===== config.mk =====
export PLATFORM = sky130hd
export DESIGN_NAME = serial_responder
export DESIGN_NICKNAME = d
export VERILOG_FILES = /design/src/rtl/serial_responder_pkg.sv /design/src/rtl/serial_flit_tx.sv /design/src/rtl/serial_responder.sv
export SDC_FILE = /design/constraint.sdc
export NUM_CORES = 1
export LEC_CHECK = 0
export BUFFER_PORTS_ARGS = -buffer_cell sky130_fd_sc_hd__buf_2
export CORE_ASPECT_RATIO = 0.5
export CORE_MARGIN = 1
export CORE_UTILIZATION = 40
export DETAILED_ROUTE_END_ITERATION = 8
export HOLD_SLACK_MARGIN = 0.08
export PLACE_DENSITY_LB_ADDON = 0.05
export SYNTH_ARGS = -nofsm -noshare
export SYNTH_HDL_FRONTEND = slang
export SYNTH_SLANG_ARGS = --single-unit

===== constraint.sdc =====
create_clock -name clk -period 2.4 [get_ports clk]
set_clock_uncertainty 0.1 [all_clocks]
set_input_delay 0.12 -clock clk [delete_from_list [all_inputs] [get_ports clk]]
set_output_delay 0.12 -clock clk [all_outputs]
set_load 0.02 [all_outputs]

===== src/rtl/serial_responder_pkg.sv =====
// Shared definitions for the serial flit responder: field offsets, flit and
// frame width helpers, FSM state encodings and a saturating counter helper.
// Optional feature macro: SERIAL_RESPONDER_PARITY_EN (even parity bit per frame).
`ifndef SIZE
`define SIZE 4
`endif

package serial_responder_pkg;

  // Receive FSM states
  typedef enum logic [1:0] {
    RX_IDLE  = 2'd0,
    RX_SHIFT = 2'd1,
    RX_CHECK = 2'd2
  } rx_state_e;

  // Transmit FSM states
  typedef enum logic [1:0] {
    TX_IDLE  = 2'd0,
    TX_START = 2'd1,
    TX_SHIFT = 2'd2
  } tx_state_e;

  localparam int CNT_W = 16;

  // Flit layout, LSB first on the line: payload, dst, src
  localparam int PAYLOAD_LSB = 0;

  function automatic int dst_lsb(input int payload_w);
    return PAYLOAD_LSB + payload_w;
  endfunction

  function automatic int src_lsb(input int addr_w, input int payload_w);
    return PAYLOAD_LSB + payload_w + addr_w;
  endfunction

  // Number of data bits in a flit
  function automatic int flit_w(input int addr_w, input int payload_w);
    return 2 * addr_w + payload_w;
  endfunction

  // Number of bits following the start bit on the line
  function automatic int frame_bits(input int addr_w, input int payload_w);
`ifdef SERIAL_RESPONDER_PARITY_EN
    return flit_w(addr_w, payload_w) + 1;
`else
    return flit_w(addr_w, payload_w);
`endif
  endfunction

  // Event counters stick at all-ones instead of wrapping
  function automatic logic [CNT_W-1:0] sat_inc(input logic [CNT_W-1:0] v);
    return (v == {CNT_W{1'b1}}) ? v : v + 1'b1;
  endfunction

endpackage


===== src/rtl/serial_flit_tx.sv =====
// Reply serializer: start bit, then the flit LSB first, plus an even parity
// bit when SERIAL_RESPONDER_PARITY_EN is defined. Backpressure is honoured
// only before the start bit; a started frame always runs to completion.
module serial_flit_tx
  import serial_responder_pkg::*;
#(
  parameter int ADDR_W    = 4,
  parameter int PAYLOAD_W = 8
) (
  input  logic                          clk,
  input  logic                          reset,
  input  logic                          reply_valid_i,
  input  logic [2*ADDR_W+PAYLOAD_W-1:0] reply_i,
  input  logic                          tx_busy_i,
  output logic                          tx_data_o,
  output logic                          tx_done_o
);

  localparam int F   = flit_w(ADDR_W, PAYLOAD_W);
  localparam int TXW = frame_bits(ADDR_W, PAYLOAD_W);
  localparam int BCW = $clog2(TXW + 1);

  tx_state_e        tx_state_q, tx_state_d;
  logic [BCW-1:0]   tx_bit_q, tx_bit_d;
  logic [TXW-1:0]   tx_shift_q, tx_shift_d;
  logic             tx_data_q, tx_data_d;
  logic [TXW-1:0]   frame;
  logic             last_bit;

`ifdef SERIAL_RESPONDER_PARITY_EN
  assign frame = {^reply_i, reply_i};
`else
  assign frame = reply_i;
`endif

  // tx_bit_q is the index of the bit currently on the line
  assign last_bit  = (tx_state_q == TX_SHIFT) && (tx_bit_q == BCW'(TXW - 1));
  assign tx_done_o = last_bit;
  assign tx_data_o = tx_data_q;

  // Next-state logic; tx_data is computed from the next state so the line is registered
  always_comb begin
    tx_state_d = tx_state_q;
    tx_bit_d   = tx_bit_q;
    tx_shift_d = tx_shift_q;
    tx_data_d  = 1'b0;
    case (tx_state_q)
      TX_IDLE: begin
        if (reply_valid_i && !tx_busy_i) begin
          tx_state_d = TX_START;
          tx_shift_d = frame;
          tx_data_d  = 1'b1;
        end
      end
      TX_START: begin
        tx_state_d = TX_SHIFT;
        tx_bit_d   = '0;
        tx_data_d  = tx_shift_q[0];
        tx_shift_d = tx_shift_q >> 1;
      end
      TX_SHIFT: begin
        if (last_bit) begin
          tx_state_d = TX_IDLE;
          tx_data_d  = 1'b0;
        end else begin
          tx_bit_d   = tx_bit_q + 1'b1;
          tx_data_d  = tx_shift_q[0];
          tx_shift_d = tx_shift_q >> 1;
        end
      end
      default: tx_state_d = TX_IDLE;
    endcase
  end

  // State register with synchronous reset
  always_ff @(posedge clk) begin
    if (reset) begin
      tx_state_q <= TX_IDLE;
      tx_bit_q   <= '0;
      tx_shift_q <= '0;
      tx_data_q  <= 1'b0;
    end else begin
      tx_state_q <= tx_state_d;
      tx_bit_q   <= tx_bit_d;
      tx_shift_q <= tx_shift_d;
      tx_data_q  <= tx_data_d;
    end
  end

  // F is only used through the port width
  localparam int UNUSED_F = F;

endmodule


===== src/rtl/serial_responder.sv =====
// Serial flit responder: deserializes incoming flits, answers flits addressed
// to ID with {src=ID, dst=rx.src, payload+1}, and counts accepted, replied
// and dropped flits. Holds a single reply; rx_busy stalls the link meanwhile.
// Optional feature macro: SERIAL_RESPONDER_PARITY_EN (even parity per frame).
module serial_responder
  import serial_responder_pkg::*;
#(
  parameter int ID        = 0,
  parameter int ADDR_W    = `SIZE,
  parameter int PAYLOAD_W = 8
) (
  input  logic              clk,
  input  logic              reset,
  input  logic              rx_data,
  output logic              rx_busy,
  output logic              tx_data,
  input  logic              tx_busy,
  output logic [CNT_W-1:0]  rx_count,
  output logic [CNT_W-1:0]  tx_count,
  output logic [CNT_W-1:0]  drop_count
);

  localparam int F       = flit_w(ADDR_W, PAYLOAD_W);
  localparam int RXW     = frame_bits(ADDR_W, PAYLOAD_W);
  localparam int BCW     = $clog2(RXW + 1);
  localparam int DST_LSB = dst_lsb(PAYLOAD_W);
  localparam int SRC_LSB = src_lsb(ADDR_W, PAYLOAD_W);

  rx_state_e         rx_state_q, rx_state_d;
  logic [BCW-1:0]    rx_bit_q, rx_bit_d;
  logic [RXW-1:0]    rx_shift_q, rx_shift_d;
  logic [F-1:0]      reply_q, reply_d;
  logic              reply_valid_q, reply_valid_d;
  logic              rx_busy_q, rx_busy_d;
  logic [CNT_W-1:0]  rx_count_q, rx_count_d;
  logic [CNT_W-1:0]  tx_count_q, tx_count_d;
  logic [CNT_W-1:0]  drop_count_q, drop_count_d;

  logic                 tx_done;
  logic [F-1:0]         rx_flit;
  logic [ADDR_W-1:0]    rx_dst;
  logic [ADDR_W-1:0]    rx_src;
  logic [PAYLOAD_W-1:0] rx_payload;
  logic [ADDR_W-1:0]    id_addr;
  logic                 parity_ok;
  logic [F-1:0]         reply_flit;

  // Field extraction from the fully shifted-in frame
  assign rx_flit    = rx_shift_q[F-1:0];
  assign rx_payload = rx_flit[PAYLOAD_LSB +: PAYLOAD_W];
  assign rx_dst     = rx_flit[DST_LSB +: ADDR_W];
  assign rx_src     = rx_flit[SRC_LSB +: ADDR_W];
  assign id_addr    = ADDR_W'(ID);

`ifdef SERIAL_RESPONDER_PARITY_EN
  // Even parity: the parity bit equals the XOR of the data bits
  assign parity_ok = (rx_shift_q[F] == ^rx_flit);
`else
  assign parity_ok = 1'b1;
`endif

  // Reply keeps the payload+1 and swaps the addresses; concat order is src, dst, payload
  assign reply_flit = {id_addr, rx_src, PAYLOAD_W'(rx_payload + 1'b1)};

  // RX FSM, reply buffer and counter next-state logic
  always_comb begin
    rx_state_d    = rx_state_q;
    rx_bit_d      = rx_bit_q;
    rx_shift_d    = rx_shift_q;
    reply_d       = reply_q;
    reply_valid_d = reply_valid_q;
    rx_count_d    = rx_count_q;
    tx_count_d    = tx_count_q;
    drop_count_d  = drop_count_q;

    if (tx_done) begin
      reply_valid_d = 1'b0;
      tx_count_d    = sat_inc(tx_count_q);
    end

    case (rx_state_q)
      RX_IDLE: begin
        if (rx_data && !rx_busy_q) begin
          rx_state_d = RX_SHIFT;
          rx_bit_d   = '0;
        end
      end
      RX_SHIFT: begin
        // Every bit here is data (or parity), even a 1
        rx_shift_d = {rx_data, rx_shift_q[RXW-1:1]};
        if (rx_bit_q == BCW'(RXW - 1)) begin
          rx_state_d = RX_CHECK;
        end else begin
          rx_bit_d = rx_bit_q + 1'b1;
        end
      end
      RX_CHECK: begin
        rx_state_d = RX_IDLE;
        if (parity_ok && (rx_dst == id_addr)) begin
          reply_d       = reply_flit;
          reply_valid_d = 1'b1;
          rx_count_d    = sat_inc(rx_count_q);
        end else begin
          drop_count_d = sat_inc(drop_count_q);
        end
      end
      default: rx_state_d = RX_IDLE;
    endcase

    // Registered so rx_busy_q equals reply_valid_q | (rx_state_q != RX_IDLE)
    rx_busy_d = reply_valid_d | (rx_state_d != RX_IDLE);
  end

  // State and counter registers with synchronous reset
  always_ff @(posedge clk) begin
    if (reset) begin
      rx_state_q    <= RX_IDLE;
      rx_bit_q      <= '0;
      rx_shift_q    <= '0;
      reply_q       <= '0;
      reply_valid_q <= 1'b0;
      rx_busy_q     <= 1'b0;
      rx_count_q    <= '0;
      tx_count_q    <= '0;
      drop_count_q  <= '0;
    end else begin
      rx_state_q    <= rx_state_d;
      rx_bit_q      <= rx_bit_d;
      rx_shift_q    <= rx_shift_d;
      reply_q       <= reply_d;
      reply_valid_q <= reply_valid_d;
      rx_busy_q     <= rx_busy_d;
      rx_count_q    <= rx_count_d;
      tx_count_q    <= tx_count_d;
      drop_count_q  <= drop_count_d;
    end
  end

  serial_flit_tx #(
    .ADDR_W    (ADDR_W),
    .PAYLOAD_W (PAYLOAD_W)
  ) u_tx (
    .clk           (clk),
    .reset         (reset),
    .reply_valid_i (reply_valid_q),
    .reply_i       (reply_q),
    .tx_busy_i     (tx_busy),
    .tx_data_o     (tx_data),
    .tx_done_o     (tx_done)
  );

  assign rx_busy    = rx_busy_q;
  assign rx_count   = rx_count_q;
  assign tx_count   = tx_count_q;
  assign drop_count = drop_count_q;

endmodule


Word-level counts from Yosys, hierarchy flattened:

Index checks and enable logic that the tools add are counted.

* $add $sub $neg: 6
* equality and inequality tests: 14
* muxes and demuxes: 20
* bitwise gates (word level): 5
* reduce and logical (&&, ||, !) cells: 20

Operator list (number)
* $add 16x1->16 const B: 3
* $eq 16x16->1 const B: 3
* $pmux 16 s3: 1
* $mux 16: 2
* $pmux 5 s2: 2
* $mux 5: 3
* $reduce_and 3->1: 4
* $add 5x1->5 const B: 2
* $eq 5x4->1 const B: 2
* $add 8x1->8 const B: 1
* $mux 2: 4
* $ne 2x2->1 const B: 4
* $reduce_and 2->1: 4
* $pmux 2 s3: 1
* $reduce_bool 2->1: 3
* $mux 1: 5
* $eq 2x1->1 const B: 2
* $eq 2x2->1 const B: 2
* $logic_not 2->1: 2
* $logic_not 4->1: 1
* $not 1->1: 4
* $pmux 2 s2: 1
* $logic_and 1x1->1: 3
* $pmux 1 s3: 1
* 4 further kinds: 5

* bits in registers: 109
* output and inout port bits: 50
* logic and storage cells: 78

Longest topological paths before layout:

Gate-level depths: netlist of run 1.

* word-level depth: 6
* mapped depth: 8
* gate-level depth less buffers: 7

Modules after synthesis:

Synthesis of run 1 repeated with hierarchy kept, for this count alone.

* cell total of the unflattened synthesis: 616
* area, all modules: 5390.2 µm²

By module, submodules not included
* serial_responder: instances 1, cells an instance 474, area an instance 3982.6 µm², sequential area each 1701.6 µm²
* serial_flit_tx: instances 1, cells an instance 142, area an instance 1407.6 µm², sequential area each 480.5 µm²

Worst setup path before layout of run 1:

Ideal clock, no wire load.

* path type: reg-to-reg
* from: reg u_tx.tx_bit_q[0]
* to: reg u_tx.tx_shift_q[10]
* arrival time: 2.076 ns
* slack: 0.139 ns
* cell stages (with the launch flop): 9
* path buffers: 1
* period minus slack after synthesis: 2.261 ns
* cells stage by stage: dfxtp_1 > ha_1 > and3_1 > ha_1 > and2_1 > a211oi_1 > clkbuf_1 > nor2_1 > a211oi_1

* cells in the longest elaborated chain, start to end: 4

Ends and longest elaborated chain
* start, declared: RTL line serial_flit_tx.sv:24 `logic [BCW-1:0] tx_bit_q, tx_bit_d;`
* start signal, assigned: RTL line serial_flit_tx.sv:84 `tx_bit_q <= tx_bit_d;`
* $eq 5x4->1: RTL line serial_flit_tx.sv:37 `assign last_bit = (tx_state_q == TX_SHIFT) && (tx_bit_q == BCW'(TXW - 1));`
* $logic_and 1x1->1: RTL line serial_flit_tx.sv:37
* $ne 2x2->1 (no source line)
* $reduce_and 3->1 (no source line)
* end signal, assigned: RTL line serial_flit_tx.sv:85 `tx_shift_q <= tx_shift_d;`
* end, declared: RTL line serial_flit_tx.sv:25 `logic [TXW-1:0] tx_shift_q, tx_shift_d;`

Every way passes these cells.
A chain may end at the register's enable or synchronous reset.

Final worst setup path of run 1:

* from: reg rx_shift_q[8], in the netlist rx_flit[8]
* to: reg rx_count_q[4], in the netlist rx_count[4]

* cells in the longest elaborated chain, start to end: 2

Ends and longest elaborated chain
* start, declared: RTL line serial_responder.sv:31 `logic [RXW-1:0] rx_shift_q, rx_shift_d;`
* start signal, assigned: RTL line serial_responder.sv:129 `rx_shift_q <= rx_shift_d;`
* $logic_not 4->1: RTL line serial_responder.sv:99 `if (parity_ok && (rx_dst == id_addr)) begin`
* $reduce_and 3->1 (no source line)
* end signal, assigned: RTL line serial_responder.sv:133 `rx_count_q <= rx_count_d;`
* end, declared: RTL line serial_responder.sv:35 `logic [CNT_W-1:0] rx_count_q, rx_count_d;`

Every way passes these cells.

==> results of run 1 <==
==> worst max-delay path by stage <==
| stage | endpoint | slack, ns | cells after the start |
|---|---|---|---|
| 2_1_floorplan | u_tx.tx_shift_q[10]$_SDFFE_PP0P_ | 0.14 | 8 |
| 3_3_place_gp | tx_count[1]$_SDFFE_PP0P_ | 0.11 | 6 |
| 3_5_place_dp | tx_count[1]$_SDFFE_PP0P_ | 0.11 | 6 |
| 4_1_cts | tx_count[1]$_SDFFE_PP0P_ | 0.10 | 6 |
| 5_1_grt | tx_count[10]$_SDFFE_PP0P_ | 0.008 | 7 |
| 6_report | rx_count[4]$_SDFFE_PP0P_ | 0.22 | 4 |
==> registers in the layout (all words and copies together), names as in the netlist <==
name,cells
drop_count,16
reply_q,12
reply_valid_q,1
rx_bit_q,5
rx_busy,1
rx_count,16
rx_flit,16
rx_state_q,2
tx_count,16
u_tx.tx_bit_q,5
u_tx.tx_data_o,1
u_tx.tx_shift_q,12
u_tx.tx_state_q,2
==> power breakdown <==
part / switching, µW / total (µW) / internal, µW
registers: 7.93 / 1760 / 1750
clock network: 627 / 1360 / 728
logic: 66.6 / 94.9 / 28.3
total: 702 / 3210 / 2500
==> per-stage QoR <==
step           hold WS (ns)  std cells  area [µm²]
2_1_floorplan         0.156        585        5000
3_3_place_gp          0.294        799        5570
3_5_place_dp          0.294        799        5570
4_1_cts              0.0984        816        5850
5_1_grt               0.114        816        5870
6_report              0.114        816        5870
==> worst register-to-register path, delay by kind of cell, from the launching register on <==
family	cells	cell delay, ns
simple gates	2	0.87
compound gates	1	0.39
mux	1	0.37
flops	1	0.35
==> cell families after synthesis <==
group / share of synthesized area
compound gates: 0.175
xor+xnor: 0.0158
fa+ha+maj: 0.0326
buf+inv: 0.0378
flops: 0.421
mux: 0.0543
simple gates: 0.264
==> what timing repair did <==
action,CTS,global route
hold buffers,2,0
hold endpoints to repair,2,0
buffers inserted,0,0
setup endpoints to repair,0,4
gates resized for setup,0,3
==> layout make-up <==
type / instances / area, µm² / share of cell area
inverters: 15 / 56.3 / 0.00959
clock inverters: 2 / 15.0 / 0.00256
flip-flops and latches: 105 / 2100 / 0.358
well taps: 165 / 206 / 0.0352
repair buffers: 83 / 510 / 0.0870
multi-input cells: 433 / 2730 / 0.465
clock buffers: 13 / 250 / 0.0426
==> cells in the final DEF (no fill, tap or decap), types with 2 or more instances in the layout <==
master / n
o41ai_1: 2
buf_2: 52
nor3b_1: 5
ha_1: 13
mux2i_1: 17
and4_1: 9
clkbuf_1: 3
xnor2_1: 3
o211a_1: 2
clkbuf_16: 9
and3_1: 7
nand2b_1: 3
or3_1: 15
nand3_1: 19
inv_1: 15
a21oi_1: 62
nand2_1: 69
dfxtp_1: 105
o31ai_1: 15
or4_1: 18
o311ai_0: 2
mux2_2: 9
buf_4: 28
o2111ai_1: 2
nand3b_1: 3
a211oi_1: 23
nor3_1: 2
nor4_1: 3
clkinvlp_4: 2
xor2_1: 6
o211ai_1: 4
nand4_1: 18
nor2b_1: 15
o21ai_0: 19
dlygate4sd3_1: 2
nor2_1: 48
==> layer usage <==
metal	vias up	wire [µm]	track usage
met4	0	116	0.0514
met2	53	4640	0.275
met5	-	0	0
met3	10	398	0.0403
li1	2265	-	-
met1	2026	6170	0.256
==> impl_metrics.tcl, run 1 <==
set metrics [dict create \
    status "finished, final reports clean" \
    syn-mean-instance-area_um2 8.54 \
    hold-path-endpoint "tx_count[1]$_SDFFE_PP0P_" \
    drtIter0Drc 206 \
    die_h_um 81.0 \
    cp_slowest_stage_delay_ns 0.47 \
    globalRouteTotalUtil 0.181 \
    area_growth_pct 17.5 \
    r2r_setup_slack_ns 0.22 \
    cts_tree "built" \
    clock_latency_ns 0.34 \
    cap_violations 0 \
    dp_slack_ns 0.112 \
    cp-start-kind "register" \
    synth_nets 602 \
    cp_data_arrival_time_ns 2.32 \
    crit_start "rx_flit[8]$_SDFFE_PP0P_" \
    p_per_area_nw_per_um2 546 \
    routedWlPerCell_um 13.9 \
    root_buffer "clkbuf_16" \
    cts.path.max_buffers 2 \
    synth_edf_count 0 \
    rsz0062_at_grt "false" \
    die-area_um2 13000 \
    max_freq_ghz 0.458 \
    htreeDepth 3 \
    setup_tns_ns 0 \
    vias_per_cell 5.34 \
    fin_util 0.490 \
    pin_count 54 \
    yosys.cell_count.top_type "dfxtp_1" \
    slew_headroom 0.552 \
    max_slew.worst_pin.slew_ns 0.669 \
    cp_top_family "simple AND/OR/NAND/NOR gates" \
    yosys.area.top_type_share 0.421 \
    die_w_um 160 \
    grt_pass1_vias 3837 \
    grt_first_pass_wirelength_um 18800 \
    yosys.area.top_type "dfxtp_1" \
    holdCritPathClass "primary input to register" \
    coreArea_um2 12000 \
    worst-path-buf-inv 0 \
    r2r-start "rx_flit[8]$_SDFFE_PP0P_" \
    n_fill_cell 1213 \
    path_max_fanout 11 \
    min-delay-start "reset" \
    dpl.hpwl_um 7960 \
    antenna_found_initial 0 \
    power_leakage_uw 0.00209 \
    grt-ovfl-total 0 \
    ys_seq_area_frac 0.421 \
    setup_viol 0 \
    fin_crit_ns 2.18 \
    cts_buffers 9 \
    async_reset_ff_frac 0 \
    irDropWorstVdd_uv 263 \
    fin_nets 664 \
    initial_core_util 0.417 \
    synth_cell_types 52 \
    power_uw 3210 \
    gp_congestion 0.776 \
    port_buffers 53 \
    finalHoldViolations 0 \
    drive_gt1_frac 0.174 \
    fin_crit_sh 0.910 \
    ys_ff_latch 105 \
    num_vias 4354 \
    grt_max_degree 41 \
    netlist_area_um2 5000 \
    synthTopCellsByCount "dfxtp_1 (105), nand2_1 (69), a21oi_1 (62), nor2_1 (48), a211oi_1 (24)" \
    ant_nets 0 \
    drv_slew 0 \
    synth_area_leaders "dfxtp_1 (42%), a21oi_1 (6.2%), nand2_1 (5.2%), a211oi_1 (3.6%), nor2_1 (3.6%)" \
    rr_endpoint "rx_count[4]$_SDFFE_PP0P_" \
    hold_depth 2 \
    slowest_stage "nor4_4" \
    syn_inst 585 \
    end_kind "register" \
    criticalPathCategory "register to register" \
    ff2ff_path_depth 4 \
    clk_pin_slew_ns 0.07 \
    drcViolationCount 0 \
    clock-sinks 105 \
    yosysWarningCount 0 \
    synth_ff_type "dfxtp_1" \
    rows 28 \
    wl_um 11300 \
    cp_cell_sequence "nor4_4 > nand3_1 > a211oi_1 > mux2_2" \
    antenna_cells 0 \
    worst_ep_required_time_ns 2.53 \
    first_pass_iters 4 \
    worst_slack_ns 0.215 \
]
No activity file was read; power rests on OpenSTA's default activity.
==> inputs of run 2 (changes only) <==
--- a/config.mk
+++ b/config.mk
@@ -6,7 +6,8 @@
 export NUM_CORES = 1
 export LEC_CHECK = 0
 export BUFFER_PORTS_ARGS = -buffer_cell sky130_fd_sc_hd__buf_2
-export CORE_ASPECT_RATIO = 0.5
+export CELL_PAD_IN_SITES_DETAIL_PLACEMENT = 0
+export CELL_PAD_IN_SITES_GLOBAL_PLACEMENT = 1
 export CORE_MARGIN = 1
 export CORE_UTILIZATION = 40
 export DETAILED_ROUTE_END_ITERATION = 8
==> run 2 against run 1 <==
  * Total power up 4.4%
  * Critical path depth up 3
  * Largest cell class unchanged
  * Worst setup slack worse by 0.076 ns
  * Critical path type unchanged
  * Hold slack better by 0.039 ns
  * Sequential power about the same
==> impl_metrics.tcl, run 2 (same netlist as run 1, synthesis figures left out) <==
set metrics [dict create \
    status "finished, final reports clean" \
    die-area_um2 12900 \
    coreArea_um2 12100 \
    cts_setup_buffers 0 \
    cp_top_family "simple AND/OR/NAND/NOR gates" \
    pin_count 54 \
    drtIter0Drc 264 \
    power_leakage_uw 0.00211 \
    htreeDepth 3 \
    mostFrequentLayoutCells "dfxtp_1 (105), nand2_1 (69), a21oi_1 (62), buf_2 (52), nor2_1 (48)" \
    root_buffer "clkbuf_16" \
    cp_common_cell "ha_1" \
    area_growth_pct 18.3 \
    grtUsageMet3 0.0282 \
    hold_depth 2 \
    first_pass_iters 4 \
    worst_slack_ns 0.139 \
    max_slew.worst_pin.slew_ns 0.715 \
    dp_slack_ns 0.0335 \
    r2r-start "u_tx.tx_bit_q[0]$_SDFFE_PP0P_" \
    wl_um 11900 \
    drv_slew 0 \
    dpl.hpwl_um 8460 \
    grt_pass1_vias 4194 \
    cp_cell_sequence "ha_1 > and3_1 > ha_1 > and2_1 > nand3_1 > or4_1 > a21oi_1" \
    num_vias 4394 \
    slew_headroom 0.522 \
    ant_nets 0 \
    cts.path.max_buffers 2 \
    cp-start-kind "register" \
    die_w_um 114 \
    worst_ep_required_time_ns 2.58 \
    cts_tree "built" \
    setup_viol 0 \
    rows 40 \
    grt.met2_usage 0.315 \
    fin_crit_ns 2.26 \
    min-delay-start "reset" \
    clock-sinks 105 \
    met1_usage 0.260 \
    drive_gt1_frac 0.175 \
    crit_start "u_tx.tx_bit_q[0]$_SDFFE_PP0P_" \
    die_h_um 114 \
    fin_nets 664 \
    p_per_area_nw_per_um2 566 \
    initial_core_util 0.413 \
    n_fill_cell 1211 \
    final_common_cell "dfxtp_1" \
    irDropWorstVdd_uv 284 \
    cap_violations 0 \
    cts_buffers 9 \
    gp_congestion 0.799 \
    antenna_cells 0 \
    routedWlPerCell_um 14.5 \
    globalRouteTotalUtil 0.195 \
    worst-path-buf-inv 0 \
    end_kind "register" \
    grt_busiest_layer "met2" \
    setup_tns_ns 0 \
    max_freq_ghz 0.442 \
    clock_latency_ns 0.35 \
    ff2ff_path_depth 7 \
    drcViolationCount 0 \
    holdCritPathClass "primary input to register" \
    cp_data_arrival_time_ns 2.44 \
    fin_crit_sh 0.942 \
    finalHoldViolations 0 \
    grt_max_degree 56 \
    path_max_fanout 6 \
    crit_cells 7 \
    vias_per_cell 5.36 \
    cp_slowest_stage_delay_ns 0.50 \
    port_buffers 53 \
    grt_first_pass_wirelength_um 20300 \
    antenna_found_initial 0 \
    criticalPathCategory "register to register" \
    grt-ovfl-total 0 \
    clk_pin_slew_ns 0.07 \
    slowest_stage "or4_1" \
    rsz0062_at_grt "false" \
]
## run 2: cell count changes in the layout (fill, tap and decap cells not counted)
cell       before  now
buf_12          1    2
or3_4           1    0
buf_4          28   27
bufinv_16       0    1
or3_1          15   16
and2_2          1    0
clkbuf_1        3    1
and2_1          0    1
clkinv_2        0    2
## run 2: final timing paths
kind | endpoint | slack, ns
setup / recovery | tx_count[15]$_SDFFE_PP0P_ | 0.14
setup reg to reg | tx_count[15]$_SDFFE_PP0P_ | 0.14
hold reg to reg | rx_bit_q[4]$_SDFFE_PP0P_ | 0.36
hold / removal | tx_count[1]$_SDFFE_PP0P_ | 0.15
## run 2: final cells by class
type | instances | area [µm²] | area share
Timing Repair Buffer | 83 | 523 | 0.0885
Sequential cell | 105 | 2100 | 0.356
Inverter | 15 | 56.3 | 0.00953
Clock buffer | 11 | 243 | 0.0411
Tap cell | 168 | 210 | 0.0356
Multi-Input combinational cell | 433 | 2720 | 0.460
Clock inverter | 5 | 55.1 | 0.00931
## run 2: what timing repair did
item                                    CTS  global route
gates resized for setup                   0             1
hold endpoints to repair                  2             0
hold buffers                              2             0
endpoints found under the setup margin    0            10
## run 2: report_power, final
part           switching [µW]  internal [µW]
sequential               8.27           1750
combinational            66.4           27.3
clock                     662            835
## run 2: metrics by stage
stage               total power [µW]   util  hold slack (ns)  std cells  cell area [µm²]
CTS                             3400  0.487            0.156        820             5900
detailed placement              1890  0.461            0.292        802             5580
finish                          3350  0.488            0.153        820             5910
global placement                1890  0.461            0.295        802             5580
floorplan                       1860      -            0.156        585             5000
global route                    3470  0.488            0.197        820             5910
## run 2: metal layers
metal | vias up | part of all wire
li1 | 2260 | -
met1 | 2054 | 0.49
met2 | 66 | 0.46
met3 | 14 | 0.026
met4 | 0 | 0.016
met5 | - | 0
